<file path="src/rtl/rmii_mdio_ctrl.sv">
// Clause-22 MDIO management master: one read/write request at a time, serialised on MDC/MDIO.
// Optional preamble suppression (req_nopre port) is built when RMII_MDIO_PRE_SUPPRESS_EN is defined.
module rmii_mdio_ctrl #(
  parameter int CLK_DIV = 10
) (
  input  logic        clk_rmii,
  input  logic        rstn,
  input  logic        req_valid,
  output logic        req_ready,
  input  logic        req_write,
  input  logic [4:0]  req_phy,
  input  logic [4:0]  req_reg,
  input  logic [15:0] req_wdata,
  output logic        rsp_valid,
  output logic [15:0] rsp_rdata,
  output logic        rsp_err,
  output logic        busy,
  output logic        o_mdc,
  output logic        o_mdio,
  output logic        oe_mdio,
  input  logic        i_mdio
`ifdef RMII_MDIO_PRE_SUPPRESS_EN
  ,
  input  logic        req_nopre
`endif
);

  // Request handshake: a request is taken in any cycle where req_valid & req_ready;
  // req_ready is registered and only high while the engine sits in IDLE.

  localparam logic [7:0] DIV_LAST = 8'(CLK_DIV - 1);

  typedef enum logic [2:0] {
    S_IDLE,
    S_PRE,
    S_CMD,
    S_TA,
    S_DATA,
    S_GAP
  } state_t;

  state_t      state_q, state_d;
  logic [5:0]  bit_q, bit_d;
  logic [7:0]  div_q, div_d;
  logic        mdc_q, mdc_d;
  logic        mdio_q, mdio_d;
  logic        oe_q, oe_d;
  logic        write_q, write_d;
  logic [13:0] cmd_q, cmd_d;
  logic [15:0] wdata_q, wdata_d;
  logic [15:0] sr_q, sr_d;
  logic        err_q, err_d;
  logic        rsp_valid_q, rsp_valid_d;
  logic [15:0] rdata_q, rdata_d;
  logic        rsp_err_q, rsp_err_d;
  logic        ready_q, ready_d;
  logic        sync1_q, sync2_q;
  logic        nopre;
  logic        handshake, div_last, rise, bit_end, load_drive;
  logic [1:0]  drive_d;

`ifdef RMII_MDIO_PRE_SUPPRESS_EN
  assign nopre = req_nopre;
`else
  assign nopre = 1'b0;
`endif

  function automatic logic [5:0] last_bit(input state_t s);
    case (s)
      S_PRE:   last_bit = 6'd31;
      S_CMD:   last_bit = 6'd13;
      S_TA:    last_bit = 6'd1;
      S_DATA:  last_bit = 6'd15;
      default: last_bit = 6'd0;
    endcase
  endfunction

  // Returns {oe, value} for the bit about to start; released bits idle high.
  function automatic logic [1:0] drive_bit(input state_t s, input logic [5:0] idx,
                                           input logic wr, input logic [13:0] cmd,
                                           input logic [15:0] wd);
    logic [3:0] ci;
    logic [3:0] di;
    ci = 4'd13 - idx[3:0];
    di = 4'd15 - idx[3:0];
    case (s)
      S_PRE:   drive_bit = 2'b11;
      S_CMD:   drive_bit = {1'b1, cmd[ci]};
      S_TA:    drive_bit = wr ? {1'b1, (idx == 6'd0)} : 2'b01;
      S_DATA:  drive_bit = wr ? {1'b1, wd[di]} : 2'b01;
      default: drive_bit = 2'b01;
    endcase
  endfunction

  assign handshake = req_valid & ready_q;
  assign div_last  = (div_q == DIV_LAST);
  assign rise      = (state_q != S_IDLE) && !mdc_q && div_last;
  assign bit_end   = (state_q != S_IDLE) && mdc_q && div_last;

  always_comb begin
    state_d     = state_q;
    bit_d       = bit_q;
    div_d       = div_q;
    mdc_d       = mdc_q;
    write_d     = write_q;
    cmd_d       = cmd_q;
    wdata_d     = wdata_q;
    sr_d        = sr_q;
    err_d       = err_q;
    rsp_valid_d = 1'b0;
    rdata_d     = rdata_q;
    rsp_err_d   = rsp_err_q;
    load_drive  = 1'b0;
    case (state_q)
      S_IDLE: begin
        if (handshake) begin
          write_d    = req_write;
          cmd_d      = {2'b01, (req_write ? 2'b01 : 2'b10), req_phy, req_reg};
          wdata_d    = req_wdata;
          state_d    = nopre ? S_CMD : S_PRE;
          bit_d      = 6'd0;
          div_d      = 8'd0;
          mdc_d      = 1'b0;
          load_drive = 1'b1;
        end
      end
      default: begin
        div_d = div_last ? 8'd0 : div_q + 8'd1;
        if (div_last) mdc_d = !mdc_q;
        // Read data from the PHY is taken at the MDC rise of the bit after it.
        if (rise && !write_q) begin
          if (state_q == S_DATA && bit_q == 6'd0) err_d = sync2_q;
          else if (state_q == S_DATA || state_q == S_GAP) sr_d = {sr_q[14:0], sync2_q};
        end
        if (bit_end) begin
          load_drive = 1'b1;
          if (bit_q == last_bit(state_q)) begin
            bit_d = 6'd0;
            case (state_q)
              S_PRE:  state_d = S_CMD;
              S_CMD:  state_d = S_TA;
              S_TA:   state_d = S_DATA;
              S_DATA: state_d = S_GAP;
              default: begin
                state_d     = S_IDLE;
                rsp_valid_d = 1'b1;
                rdata_d     = write_q ? 16'h0000 : sr_q;
                rsp_err_d   = write_q ? 1'b0 : err_q;
              end
            endcase
          end else begin
            bit_d = bit_q + 6'd1;
          end
        end
      end
    endcase
    drive_d = load_drive ? drive_bit(state_d, bit_d, write_d, cmd_d, wdata_d)
                         : {oe_q, mdio_q};
    oe_d    = drive_d[1];
    mdio_d  = drive_d[0];
    ready_d = (state_d == S_IDLE);
  end

  always_ff @(posedge clk_rmii) begin
    if (!rstn) begin
      state_q     <= S_IDLE;
      bit_q       <= 6'd0;
      div_q       <= 8'd0;
      mdc_q       <= 1'b0;
      mdio_q      <= 1'b1;
      oe_q        <= 1'b0;
      write_q     <= 1'b0;
      cmd_q       <= 14'd0;
      wdata_q     <= 16'd0;
      sr_q        <= 16'd0;
      err_q       <= 1'b0;
      rsp_valid_q <= 1'b0;
      rdata_q     <= 16'd0;
      rsp_err_q   <= 1'b0;
      ready_q     <= 1'b0;
      sync1_q     <= 1'b1;
      sync2_q     <= 1'b1;
    end else begin
      state_q     <= state_d;
      bit_q       <= bit_d;
      div_q       <= div_d;
      mdc_q       <= mdc_d;
      mdio_q      <= mdio_d;
      oe_q        <= oe_d;
      write_q     <= write_d;
      cmd_q       <= cmd_d;
      wdata_q     <= wdata_d;
      sr_q        <= sr_d;
      err_q       <= err_d;
      rsp_valid_q <= rsp_valid_d;
      rdata_q     <= rdata_d;
      rsp_err_q   <= rsp_err_d;
      ready_q     <= ready_d;
      sync1_q     <= i_mdio;
      sync2_q     <= sync1_q;
    end
  end

  assign req_ready = ready_q;
  assign rsp_valid = rsp_valid_q;
  assign rsp_rdata = rdata_q;
  assign rsp_err   = rsp_err_q;
  assign busy      = (state_q != S_IDLE);
  assign o_mdc     = mdc_q;
  assign o_mdio    = mdio_q;
  assign oe_mdio   = oe_q;

endmodule
</file>
<file path="config.mk">
export PLATFORM = sky130hd
export DESIGN_NAME = rmii_mdio_ctrl
export DESIGN_NICKNAME = d
export VERILOG_FILES = /design/src/rtl/rmii_mdio_ctrl.sv
export SDC_FILE = /design/constraint.sdc
export NUM_CORES = 1
export LEC_CHECK = 0
export BUFFER_PORTS_ARGS = -buffer_cell sky130_fd_sc_hd__buf_4
export CORE_ASPECT_RATIO = 1.75
export CORE_MARGIN = 8
export CORE_UTILIZATION = 40
export CTS_CLUSTER_DIAMETER = 30
export DETAILED_ROUTE_END_ITERATION = 10
export PLACE_DENSITY = 0.62
export SYNTH_ARGS = -nofsm -noshare
export SYNTH_HDL_FRONTEND = slang
export SYNTH_SLANG_ARGS = --single-unit
</file>
<file path="constraint.sdc">
create_clock -name clk_rmii -period 3.8 [get_ports clk_rmii]
set_input_delay 0.57 -clock clk_rmii [delete_from_list [all_inputs] [get_ports clk_rmii]]
set_output_delay 0.57 -clock clk_rmii [all_outputs]
set_load 0.01 [all_outputs]
</file>
==> flow_summary.ini, run 1 <==
[hold_path]
worstHoldEndpoint = sync2_q
min_delay_path_depth = 1
worstHoldStart = sync1_q
worstHoldPathType = reg2reg

[cts]
insertion_delay_ns = 0.34
cts_resized = 0
cts_tree = built
path_clk_slew_ns = 0.06
htreeDepth = 3
clock-root-buffer = clkbuf_16
numCtsBuffers = 9
cts_setup_buffers = 0
cts_hold_buf = 0
cts.sinks = 89
cts_buffer_depth = 2

[timing]
maxSlewViolCount = 0
finalSetupViolCount = 0
clock_skew_ns = 0.00741
tightest_slew_ns = 0.745
layout_setup_ws_ns = 0.303
hold_slack_ns = 0.415
max_clock_freq_ghz = 0.286
rsz0062_at_grt = no
fin_crit_sh_pct = 92.0
maxSlewHeadroom_pct = 50.3
fin_setup_tns_ns = 0
period_needed_ns = 3.50
finalHoldViolations = 0

[worst_setup_path]
max_stage_delay_ns = 0.51
critPathLaunch = state_q[0]
worstSetupPathType = reg2reg
worstPathCellList = or3b_1, a2111o_1, a32oi_4, a31oi_4, o21ai_2, nand2_1, ha_1, mux4_2, nor2_1, o21ai_0, o311ai_0, a41oi_1
cp_data_arrival_time_ns = 3.70
rr_endpoint = o_mdio
path_max_fanout = 9
cp_slowest_cell = mux4_2
r2r-start = state_q[0]
crit_path_start_kind = flop
cp.required_ns = 4.00
worstRegToRegCells = 12
reg2reg_slack_ns = 0.30
end_kind = flop

[finish]
n_fill_cell = 1000
fin_nets = 546
multiInputGateArea_um2 = 2130
drive_above_1_share_pct = 20.4
seq_area_um2 = 1780
antennaDiodeCount = 0
area_growth_pct = 21.1

[detailed_routing]
drt-vias-per-instance = 5.43
drt_first_pass_iters = 4
drt_drc_violations_left = 0
avgRoutedWirePerCell_um = 15.5
final_antenna_net_count = 0
drt_iter0_drc = 198
routed_wl_um = 9970
vias = 3484

[die]
pin_count = 54
start_util_pct = 40.4
die_y_um = 150
coreArea_um2 = 10100
die_w_um = 92.4
die_area_um2 = 13800
row_count = 49

[flow_run]
maxCapViolations = 0

[power]
vdd_drop_max_uv = 279
leakagePower_uw = 0.00190
p_per_area_nw_per_um2 = 428

[grt]
grt_max_degree = 43
grt_pass1_vias = 3550
grtUsageTotal_pct = 15.0
grt_overflow = 0
grt_antenna_before_repair = 0
grt_pass1_wl_um = 16700

[logic_synthesis]
synth_cells = 464
synth_edf_count = 0
synth_area_leaders = dfxtp_1 (44%), nand2_1 (7.2%), mux2i_1 (6.4%), a21oi_1 (5.4%), nor2_1 (4.1%)
synthDistinctLibCells = 63
async_reset_ff_share_pct = 0
synth-main-ff-cell = dfxtp_1
ys_seq_area_share_pct = 43.6
synthesis.area_um2 = 4090
avgSynthCellArea_um2 = 8.81
synth-seq-cells = 89
yosys.area.top_type_share_pct = 43.6
yosysTopAreaCell = dfxtp_1
syn_nets = 500
yosys_warnings = 0

[run_status]
status = complete, no violations

[placement]
place.gp.congestion = 0.879
io_buffers = 53
dp_hpwl_um = 7510
pre_cts_slack_ns = 0.318
area by class of cell:
type,instances,area share [%]
multi-input cells,334,43.1
flip-flops and latches,89,36.0
repair buffers,67,10.2
clock buffers,12,5.38
well taps,127,3.21
clock inverters,4,1.49
inverters,9,0.682
stage by stage:
step	utilization (%)	cells	total power (µW)	instance area [µm²]
after CTS	49.0	642	2140	4950
final	49.0	642	2120	4950
after floorplan	-	464	1090	4090
after global routing	49.0	642	2200	4950
after global placement	45.6	626	1150	4610
after detailed placement	45.6	626	1150	4610
synth_stat cells, types with 3 or more instances:
cell type and instances:
clkbuf_1 18, nor4_1 3, and4b_1 3, mux2i_1 26, inv_2 3, nand2b_1 3
nor3_1 4, nand3b_1 4, a22o_1 19, nor3b_1 3, and3_1 6, dfxtp_1 89
o211ai_1 4, nand2_1 78, nor2_1 45, xnor2_1 4, ha_1 5, and2_1 7
nand3_1 10, a21oi_1 44, buf_2 9, a221oi_1 3, inv_1 6, a211o_1 3
o21ai_0 14
state kept, by name (all words and copies together), names as in the netlist:
register	cells
req_ready	1
write_q	1
o_mdc	1
rsp_valid	1
sync1_q	1
cmd_q	14
wdata_q	16
bit_q	6
o_mdio	1
sync2_q	1
sr_q	16
div_q	8
rsp_rdata	16
rsp_err	1
oe_mdio	1
err_q	1
state_q	3
metal layers:
| layer | vias to the layer above | GRT usage (%) | routed length, µm |
|---|---|---|---|
| met3 | 22 | 3.26 | 421 |
| met2 | 89 | 27.5 | 5210 |
| met1 | 1642 | 15.0 | 4010 |
| li1 | 1731 | - | - |
| met4 | 0 | 8.92 | 331 |
| met5 | - | 0 | 0 |
worst max path at each step:
stage             end  slack, ns
2_1_floorplan  o_mdio       0.52
3_3_place_gp   o_mdio       0.37
3_5_place_dp   o_mdio       0.32
4_1_cts        o_mdio       0.29
5_1_grt        o_mdio       0.02
6_report       o_mdio       0.30
kinds of logic after synthesis:
group	share of synthesized area, %
buffers and inverters	4.50
and+or+nand+nor	21.9
xor gates and xnor gates	0.857
adders and majority gates	1.53
muxes	8.02
DFF	43.6
AOI/OAI and AO/OA	19.6
cells in the final DEF, fill, tap and decap left out, drive strengths merged, types with 3 or more instances in the layout:
master	synthesis	layout
nor3	6	6
buf	14	67
clkbuf	18	12
a22o	19	19
mux2i	26	26
a31oi	3	3
and2	7	7
a211o	3	3
nor2	45	45
nor3b	3	3
nand3b	4	4
nand3	10	10
a221oi	3	3
a21oi	44	44
and4b	3	3
nand2b	4	4
nand2	78	78
ha	5	5
o211ai	4	4
nor4	4	4
dfxtp	89	89
inv	9	9
and3	6	6
o21ai	18	18
xnor2	4	4
report_power, final:
group	internal [µW]	total, µW	switching, µW
logic	69.2	162	93.2
registers	954	969	14.7
clock network	630	988	358
total	1650	2120	466
worst max-delay path: cells and delay by family, from the launching register on:
family	cells	cell delay, ns
DFF	1	0.41
AOI/OAI and AO/OA	7	1.36
adders and majority gates	1	0.42
muxes	1	0.51
and+or+nand+nor	3	0.66
(Power assumes the default switching activity.)
==> inputs of run 2 (changes only) <==
ABC_AREA = 1   (was not set)
==> flow_summary.ini, run 2 <==
[run_status]
status = complete, no violations

[detailed_routing]
avgRoutedWirePerCell_um = 13.8
vias = 3843
drt_drc_violations_left = 0
drt_first_pass_iters = 4
drt-vias-per-instance = 5.04
routed_wl_um = 10500
final_antenna_net_count = 0
drt_iter0_drc = 331

[finish]
antennaDiodeCount = 0
drive_above_1_share_pct = 16.9
fin_nets = 664
mostFrequentLayoutCells = nand2_1 (109), nor2_1 (89), dfxtp_1 (89)
layout_commonest_cell = nand2_1
area_growth_pct = 17.8

[die]
die_y_um = 153
die_area_um2 = 14500
coreArea_um2 = 10600
pin_count = 54
row_count = 50
start_util_pct = 40.7
die_w_um = 94.4

[grt]
grt_pass1_wl_um = 17500
grt_max_degree = 45
grt_pass1_vias = 3756
grt_antenna_before_repair = 0
grt_overflow = 0
grtUsageTotal_pct = 15.0

[worst_setup_path]
worstPathCellList = nor2_2, nand2_2, nor2_1, inv_1, o21ai_2, ha_1, inv_1, nand4_1, nand2_1, inv_1, nand2_1, nand3_1, nand3_1, nand2_1, nand2_1
end_kind = flop
cp_data_arrival_time_ns = 3.39
cp_slowest_cell = nor2_1
critPathMostFrequentCell = nand2_1
cp_top_family = simple AND/OR/NAND/NOR gates
crit_path_start_kind = flop
max_stage_delay_ns = 0.58
path_max_fanout = 14
cp.required_ns = 4.09
worstSetupPathType = reg2reg
path_buf_inv = 3

[placement]
io_buffers = 53
place.gp.congestion = 0.899
dp_hpwl_um = 7870

[power]
p_per_area_nw_per_um2 = 400
leakagePower_uw = 0.00226
finalPower_uw = 2030
vdd_drop_max_uv = 269

[logic_synthesis]
synth_edf_count = 0
synthTopCellsByCount = nand2_1 (109), dfxtp_1 (89), nor2_1 (89), inv_1 (65), nand3_1 (61)
synth-seq-cells = 89
synthDistinctLibCells = 43
yosys.area.top_type_share_pct = 41.4
yosysTopAreaCell = dfxtp_1
avgSynthCellArea_um2 = 7.34
async_reset_ff_share_pct = 0
yosys_warnings = 0
synth-main-ff-cell = dfxtp_1
synth_area_leaders = dfxtp_1 (41%), nand2_1 (9.5%), nor2_1 (7.8%), nand3_1 (7.1%), inv_1 (5.7%)
ys_seq_area_share_pct = 41.4
synthesis.area_um2 = 4300
synth.most_common_cell = nand2_1
syn_nets = 622
synth_cells = 586

[timing]
clock_skew_ns = 0.0109
rsz0062_at_grt = no
fin_setup_tns_ns = 0
max_clock_freq_ghz = 0.323
period_needed_ns = 3.09
fin_crit_sh_pct = 81.4
maxSlewHeadroom_pct = 49.5
finalHoldViolations = 0
tightest_slew_ns = 0.756
finalSetupViolCount = 0
maxSlewViolCount = 0

[cts]
cts_buffer_depth = 2
cts_hold_buf = 0
insertion_delay_ns = 0.35
cts_tree = built
cts.sinks = 89
clock-root-buffer = clkbuf_16
cts_setup_buffers = 0
path_clk_slew_ns = 0.07
numCtsBuffers = 9
cts_resized = 0
htreeDepth = 3

[flow_run]
maxCapViolations = 0

[hold_path]
worstHoldPathType = in2reg
## run 2: cell type report
| class | count | area [µm²] |
|---|---|---|
| flip-flops and latches | 89 | 1780 |
| repair buffers | 56 | 420 |
| inverters | 72 | 270 |
| multi-input cells | 400 | 2130 |
| fillers | 1042 | 5510 |
| clock buffers | 9 | 225 |
| clock inverters | 7 | 73.8 |
| well taps | 130 | 163 |
## run 2: stage by stage
stage | instances | utilization [%] | hold WS [ns] | cell area (µm²) | setup WS [ns]
2_1_floorplan | 586 | - | 0.393 | 4300 | 1.45
3_3_place_gp | 747 | 45.1 | 0.405 | 4770 | 0.795
3_5_place_dp | 747 | 45.1 | 0.403 | 4770 | 0.748
4_1_cts | 763 | 47.9 | 0.403 | 5070 | 0.726
5_1_grt | 763 | 47.9 | 0.402 | 5070 | 0.505
6_report | 763 | 47.9 | 0.407 | 5070 | 0.708
## run 2: per-layer routing
metal  up-vias  global-route usage [%]  share of wire [%]
li1       1987                       -                  -
met1      1760                    15.9                 41
met2        79                    27.1                 53
met3        17                    3.14                3.7
met4         0                    6.46                2.3
met5         -                       0                  0
## run 2: kinds of logic after synthesis
family / synth area share (%)
flip-flops: 41.4
AO/OA/AOI/OAI: 11.3
adder cells (fa/ha/maj): 1.45
XOR/XNOR: 0.407
buffers and inverters: 9.16
AND/OR/NAND/NOR: 32.6
multiplexers: 3.72
## run 2: where the power goes
group / internal (µW) / switching [µW]
registers: 955 / 12.2
logic: 72.6 / 109
clock network: 464 / 414
total: 1490 / 535
## run 2: final timing paths
path | cells after the start | slack (ns) | startpoint | endpoint
hold / removal | 2 | 0.41 | i_mdio | sync1_q
setup / recovery | 15 | 0.71 | state_q[1] | o_mdio
hold reg to reg | 1 | 0.41 | sync1_q | sync2_q
setup reg to reg | 15 | 0.71 | state_q[1] | o_mdio
